===== src/rtl/uart_pkg.sv =====
// Shared UART definitions: bit timing at 115200 baud and the receiver state encoding.
// Used by both the receiver and the transmitter.
package uart_pkg;

  localparam int CLOCK_PER_BIT      = 217;
  localparam int HALF_CLOCK_PER_BIT = 108;
  localparam int CNT_W              = 12;

  typedef enum logic [2:0] {
    ST_IDLE  = 3'd0,
    ST_START = 3'd1,
    ST_DATA  = 3'd2,
    ST_STOP  = 3'd3,
    ST_BREAK = 3'd4
  } uart_state_e;

endpackage


===== src/rtl/receiver_sync_2ff.sv =====
// Two-flop synchronizer for an asynchronous input, with a configurable reset value.
module sync_2ff #(
  parameter int               WIDTH       = 1,
  parameter logic [WIDTH-1:0] RESET_VALUE = {WIDTH{1'b1}}
) (
  input  logic             clock,
  input  logic             reset,
  input  logic [WIDTH-1:0] d,
  output logic [WIDTH-1:0] q
);

  logic [WIDTH-1:0] meta_d, meta_q;
  logic [WIDTH-1:0] sync_d, sync_q;

  // Next value of each stage.
  always_comb begin
    meta_d = d;
    sync_d = meta_q;
  end

  // Synchronizer stages.
  always_ff @(posedge clock) begin
    if (reset) begin
      meta_q <= RESET_VALUE;
      sync_q <= RESET_VALUE;
    end else begin
      meta_q <= meta_d;
      sync_q <= sync_d;
    end
  end

  assign q = sync_q;

endmodule


===== src/rtl/receiver.sv =====
// UART 8N1 receiver: samples each bit at its mid-point, pulses valid on a good frame
// and frame_error on a low stop bit, then waits in BREAK until the line returns high.
module receiver
  import uart_pkg::*;
#(
  parameter int clock_per_bit      = CLOCK_PER_BIT,
  parameter int half_clock_per_bit = HALF_CLOCK_PER_BIT
) (
  input  logic       clock,
  input  logic       reset,
  input  logic       in,
  output logic [7:0] data,
  output logic       valid,
  output logic       busy,
  output logic       frame_error
);

  localparam logic [CNT_W-1:0] BIT_LAST  = CNT_W'(clock_per_bit - 1);
  localparam logic [CNT_W-1:0] HALF_LAST = CNT_W'(half_clock_per_bit - 1);

  logic             rx_s;
  logic             fall_s;
  uart_state_e      state_d, state_q;
  logic [CNT_W-1:0] cnt_d, cnt_q;
  logic [2:0]       idx_d, idx_q;
  logic [7:0]       shift_d, shift_q;
  logic [7:0]       data_d, data_q;
  logic             valid_d, valid_q;
  logic             ferr_d, ferr_q;
  logic             busy_d, busy_q;
  logic             prev_d, prev_q;
  logic [1:0]       settle_d, settle_q;

  sync_2ff #(
    .WIDTH      (1),
    .RESET_VALUE(1'b1)
  ) u_sync (
    .clock(clock),
    .reset(reset),
    .d    (in),
    .q    (rx_s)
  );

  // prev_q only follows the line once the synchronizer holds real samples, so the
  // forced-high reset value cannot fake a falling edge when the line is low at release.
  assign fall_s = prev_q & ~rx_s;

  // Next-state and output logic.
  always_comb begin
    state_d  = state_q;
    cnt_d    = cnt_q;
    idx_d    = idx_q;
    shift_d  = shift_q;
    data_d   = data_q;
    valid_d  = 1'b0;
    ferr_d   = 1'b0;
    settle_d = (settle_q == 2'd2) ? settle_q : settle_q + 2'd1;
    prev_d   = (settle_q == 2'd2) ? rx_s : 1'b0;

    case (state_q)
      ST_IDLE: begin
        cnt_d = {CNT_W{1'b0}};
        if (fall_s) begin
          state_d = ST_START;
        end else begin
          state_d = ST_IDLE;
        end
      end
      ST_START: begin
        if (cnt_q == HALF_LAST) begin
          cnt_d = {CNT_W{1'b0}};
          if (!rx_s) begin
            state_d = ST_DATA;
          end else begin
            state_d = ST_IDLE;
          end
        end else begin
          cnt_d = cnt_q + {{(CNT_W-1){1'b0}}, 1'b1};
        end
      end
      ST_DATA: begin
        if (cnt_q == BIT_LAST) begin
          cnt_d          = {CNT_W{1'b0}};
          shift_d[idx_q] = rx_s;
          idx_d          = idx_q + 3'd1;
          if (idx_q == 3'd7) begin
            state_d = ST_STOP;
          end else begin
            state_d = ST_DATA;
          end
        end else begin
          cnt_d = cnt_q + {{(CNT_W-1){1'b0}}, 1'b1};
        end
      end
      ST_STOP: begin
        if (cnt_q == BIT_LAST) begin
          cnt_d = {CNT_W{1'b0}};
          if (rx_s) begin
            data_d  = shift_q;
            valid_d = 1'b1;
            state_d = ST_IDLE;
          end else begin
            ferr_d  = 1'b1;
            state_d = ST_BREAK;
          end
        end else begin
          cnt_d = cnt_q + {{(CNT_W-1){1'b0}}, 1'b1};
        end
      end
      ST_BREAK: begin
        if (rx_s) begin
          state_d = ST_IDLE;
        end else begin
          state_d = ST_BREAK;
        end
      end
      default: begin
        state_d = ST_IDLE;
        cnt_d   = {CNT_W{1'b0}};
        idx_d   = 3'd0;
      end
    endcase

    busy_d = (state_d != ST_IDLE);
  end

  // State and output registers.
  always_ff @(posedge clock) begin
    if (reset) begin
      state_q  <= ST_IDLE;
      cnt_q    <= {CNT_W{1'b0}};
      idx_q    <= 3'd0;
      shift_q  <= 8'h00;
      data_q   <= 8'h00;
      valid_q  <= 1'b0;
      ferr_q   <= 1'b0;
      busy_q   <= 1'b0;
      prev_q   <= 1'b0;
      settle_q <= 2'd0;
    end else begin
      state_q  <= state_d;
      cnt_q    <= cnt_d;
      idx_q    <= idx_d;
      shift_q  <= shift_d;
      data_q   <= data_d;
      valid_q  <= valid_d;
      ferr_q   <= ferr_d;
      busy_q   <= busy_d;
      prev_q   <= prev_d;
      settle_q <= settle_d;
    end
  end

  assign data        = data_q;
  assign valid       = valid_q;
  assign busy        = busy_q;
  assign frame_error = ferr_q;

endmodule


===== config.mk =====
export PLATFORM = sky130hd
export DESIGN_NAME = receiver
export DESIGN_NICKNAME = d
export VERILOG_FILES = /design/src/rtl/uart_pkg.sv /design/src/rtl/receiver_sync_2ff.sv /design/src/rtl/receiver.sv
export SDC_FILE = /design/constraint.sdc
export NUM_CORES = 1
export LEC_CHECK = 0
export ABC_CLOCK_PERIOD_IN_PS = 3900
export CAP_MARGIN = 20
export CORE_ASPECT_RATIO = 0.75
export CORE_MARGIN = 2
export CORE_UTILIZATION = 54
export DETAILED_ROUTE_END_ITERATION = 16
export HOLD_SLACK_MARGIN = 0.02
export PLACE_DENSITY_LB_ADDON = 0.08
export REMOVE_ABC_BUFFERS = 1
export SLEW_MARGIN = 5
export SYNTH_ARGS = -nofsm -noshare
export SYNTH_HDL_FRONTEND = slang
export SYNTH_HIERARCHICAL = 1
export SYNTH_SLANG_ARGS = --single-unit

===== constraint.sdc =====
create_clock -name clock -period 3.9 [get_ports clock]
set_input_delay 0.78 -clock clock [delete_from_list [all_inputs] [get_ports clock]]
set_output_delay 0.78 -clock clock [all_outputs]
set_load 0.05 [all_outputs]

==> flow_metrics.env <==
export IMPL_drt_iter0_markers=108
export IMPL_power_density_nw_per_um2=389.3
export IMPL_wire_per_inst_um=14.56
export IMPL_path_buf_inv=1
export IMPL_synth_area_per_cell_um2=8.873
export IMPL_outcome="completed"
export IMPL_r2r_cells=6
export IMPL_dp_hpwl_um=2826
export IMPL_cts_sinks=42
export IMPL_first_pass_iters=6
export IMPL_ys_ff_latch=42
export IMPL_cap_violations=0
export IMPL_finalHoldViolations=0
export IMPL_synth_edf_count=0
export IMPL_syn_to_final_growth_pct=12.16
export IMPL_rsz0062_at_grt="no"
export IMPL_initial_core_util_pct=57.64
export IMPL_endpoint_kind="flip-flop"
export IMPL_reg2reg_setup_slack_ns=1.53
export IMPL_ys_types=41
export IMPL_fin_nets=235
export IMPL_grtUsageTotal_pct=19.74
export IMPL_drive_gt1_share_pct=7.018
export IMPL_syn_inst=218
export IMPL_crit_cells=6
export IMPL_tritoncts="yes"
export IMPL_critical_path_max_fanout=12
export IMPL_synth_top_cell_by_area="dfxtp_1"
export IMPL_r2r_end="data[0]"
export IMPL_gp_congestion=0.8590
export IMPL_cts_hold_buf=0
export IMPL_cts_resized=0
export IMPL_drc_errors=0
export IMPL_core_area_um2=3356
export IMPL_die_area_um2=4082
export IMPL_cts_max_level=2
export IMPL_cp_arrival_ns=2.57
export IMPL_finClkSkew_ns=0.007370
export IMPL_r2r_start="cnt_q[11]"
export IMPL_maxSlewViolCount=0
export IMPL_cts_buffers=5
export IMPL_antenna_found_initial=0
export IMPL_cpLargestDelayFamily="simple AND/OR/NAND/NOR gates"
export IMPL_slew_limit_headroom_pct=59.66
export IMPL_clock_latency_ns=0.30
export IMPL_synth_top_area_share_pct=43.47
export IMPL_tightest_slew_ns=0.6033
export IMPL_port_buffers=13
export IMPL_synth_area_leaders="dfxtp_1 43%, mux2i_1 8.3%, nor2_1 7.2%"
export IMPL_crit_type="flip-flop to flip-flop"
export IMPL_critPathLaunch="cnt_q[11]"
export IMPL_clk_pin_slew_ns=0.08
export IMPL_cp_slowest_stage_delay_ns=0.55
export IMPL_grt_pass1_vias=1358
export IMPL_post_cts_buffers=0
export IMPL_total_power_mw=0.8445
export IMPL_root_buffer="clkbuf_8"
export IMPL_grt_first_pass_wirelength_um=6292
export IMPL_p_leak_nw=0.8684
export IMPL_crit_slowest_cell="or4_4"
export IMPL_fin_crit_ns=2.369
export IMPL_clk_path_buf_depth=2
export IMPL_fin_tns_setup_ns=0
export IMPL_io_pins=14
export IMPL_start_kind="flip-flop"
export IMPL_die_height_um=55.83
export IMPL_via_per_inst=5.724
export IMPL_hold_ws_ns=0.4121
export IMPL_fin_crit_sh_pct=60.73
export IMPL_insertedDiodeCount=0
export IMPL_yosys_warnings=6
export IMPL_synth_top_flop_cell="dfxtp_1"
export IMPL_grt_max_degree=21
export IMPL_wirelength_um=3901
export IMPL_ant_nets=0
export IMPL_hp_class="flip-flop to flip-flop"
export IMPL_rows=18
export IMPL_setup_violations=0
export IMPL_num_vias=1534
export IMPL_netlist_area_um2=1934
export IMPL_synthArstFlopShare_pct=0
export IMPL_die_x_um=73.11
export IMPL_crit_chain="or4_4, nor4_2, buf_4, nand4_1, mux2i_1, nor2_1"
export IMPL_fmax_ghz=0.4222
export IMPL_crit_end="data[0]"
export IMPL_grt_overflow_total=0
export IMPL_ys_seq_area_share_pct=43.47
export IMPL_required_ns=4.10
export IMPL_max_vdd_ir_drop_uv=348.8
## worst reg2reg max path, delay by kind of cell, from the launching register on
kind,cells,cell delay [ns]
and+or+nand+nor,4,1.38
DFF,1,0.34
muxes,1,0.34
buffers and inverters,1,0.22
## stage by stage
| stage | cell area, um^2 | util, % | instances | worst slack, ns |
|---|---|---|---|---|
| after floorplan | 1864 | - | 205 | 1.450 |
| after global placement | 2059 | 61.37 | 260 | 1.628 |
| after detailed placement | 2059 | 61.37 | 260 | 1.557 |
| after CTS | 2170 | 64.65 | 268 | 1.562 |
| after global routing | 2170 | 64.65 | 268 | 1.428 |
| final | 2170 | 64.65 | 268 | 1.531 |
## power breakdown
group / leakage [nW] / internal (mW) / total (mW) / switching (mW)
combinational: 0.478 / 0.0227 / 0.0517 / 0.0290
clock: 0.0514 / 0.191 / 0.342 / 0.151
sequential: 0.339 / 0.442 / 0.451 / 0.00864
## cells by family (layout without fill, tap and decap cells)
logic type	count (synthesis)	after routing	synth area share, %
xor gates and xnor gates	9	9	4.075
buffers and inverters	20	30	4.981
AOI/OAI and AO/OA	30	30	9.703
adders and majority gates	5	5	3.234
and+or+nand+nor	96	96	26.26
muxes	16	16	8.279
DFF	42	42	43.47
## cell usage after synthesis, types with 3 or more instances
master,n
and2_1,3
nand3_1,5
xor2_1,6
inv_1,7
nand2_1,14
xnor2_1,3
nor3_1,3
clkbuf_1,7
a21oi_1,10
o21ai_0,9
nor2b_1,4
nand4_1,10
nand4b_1,4
ha_1,5
mux2i_1,16
buf_4,3
nor2_1,37
dfxtp_1,42
## state kept, by name, indices dropped and copies added, names as in the netlist
signal,count
data,8
valid,1
settle_q,2
u_sync/meta_q,1
state_q,3
idx_q,3
frame_error,1
busy,1
prev_q,1
shift_q,8
cnt_q,12
u_sync/q,1
## cell usage in the layout, fill, tap and decap left out, types with 2 or more instances in the layout
master,count
a21o_1,2
a21oi_1,10
a2bb2oi_1,2
and2_1,3
and4_2,2
buf_4,2
clkbuf_8,5
clkdlybuf4s50_1,13
dfxtp_1,42
ha_1,5
inv_1,7
mux2i_1,16
nand2_1,14
nand3_1,5
nand4_1,10
nand4b_1,4
nor2_1,37
nor2b_1,4
nor3_1,3
o21ai_0,9
or2_1,2
or2_2,2
or4_1,2
xnor2_1,3
xor2_1,6
## layout make-up
cell class	instances	area, um^2
tap	40	50.05
inverter	7	26.28
sequential	42	840.8
fill	290	1186
clock inverter	2	37.54
multi-input combinational	156	997.2
clock buffer	6	72.57
timing repair buffer	15	145.1
## worst min-delay path by stage
stage / start / to / slack (ns) / cells past startpoint
floorplan: u_sync/meta_q / u_sync/q / 0.38 / 1
global placement: u_sync/meta_q / u_sync/q / 0.40 / 1
detailed placement: u_sync/meta_q / u_sync/q / 0.40 / 1
CTS: u_sync/meta_q / u_sync/q / 0.42 / 1
global route: u_sync/meta_q / u_sync/q / 0.45 / 1
finish: u_sync/meta_q / u_sync/q / 0.41 / 1
## per-layer routing
metal,share of wire [%],vias up,global-route usage (%)
met4,1.3,0,7.937
met5,0,-,0
met1,51,710,29.66
li1,-,780,-
met2,42,39,25.61
met3,5.7,5,6.341
Power figures use the tool's default switching activity.
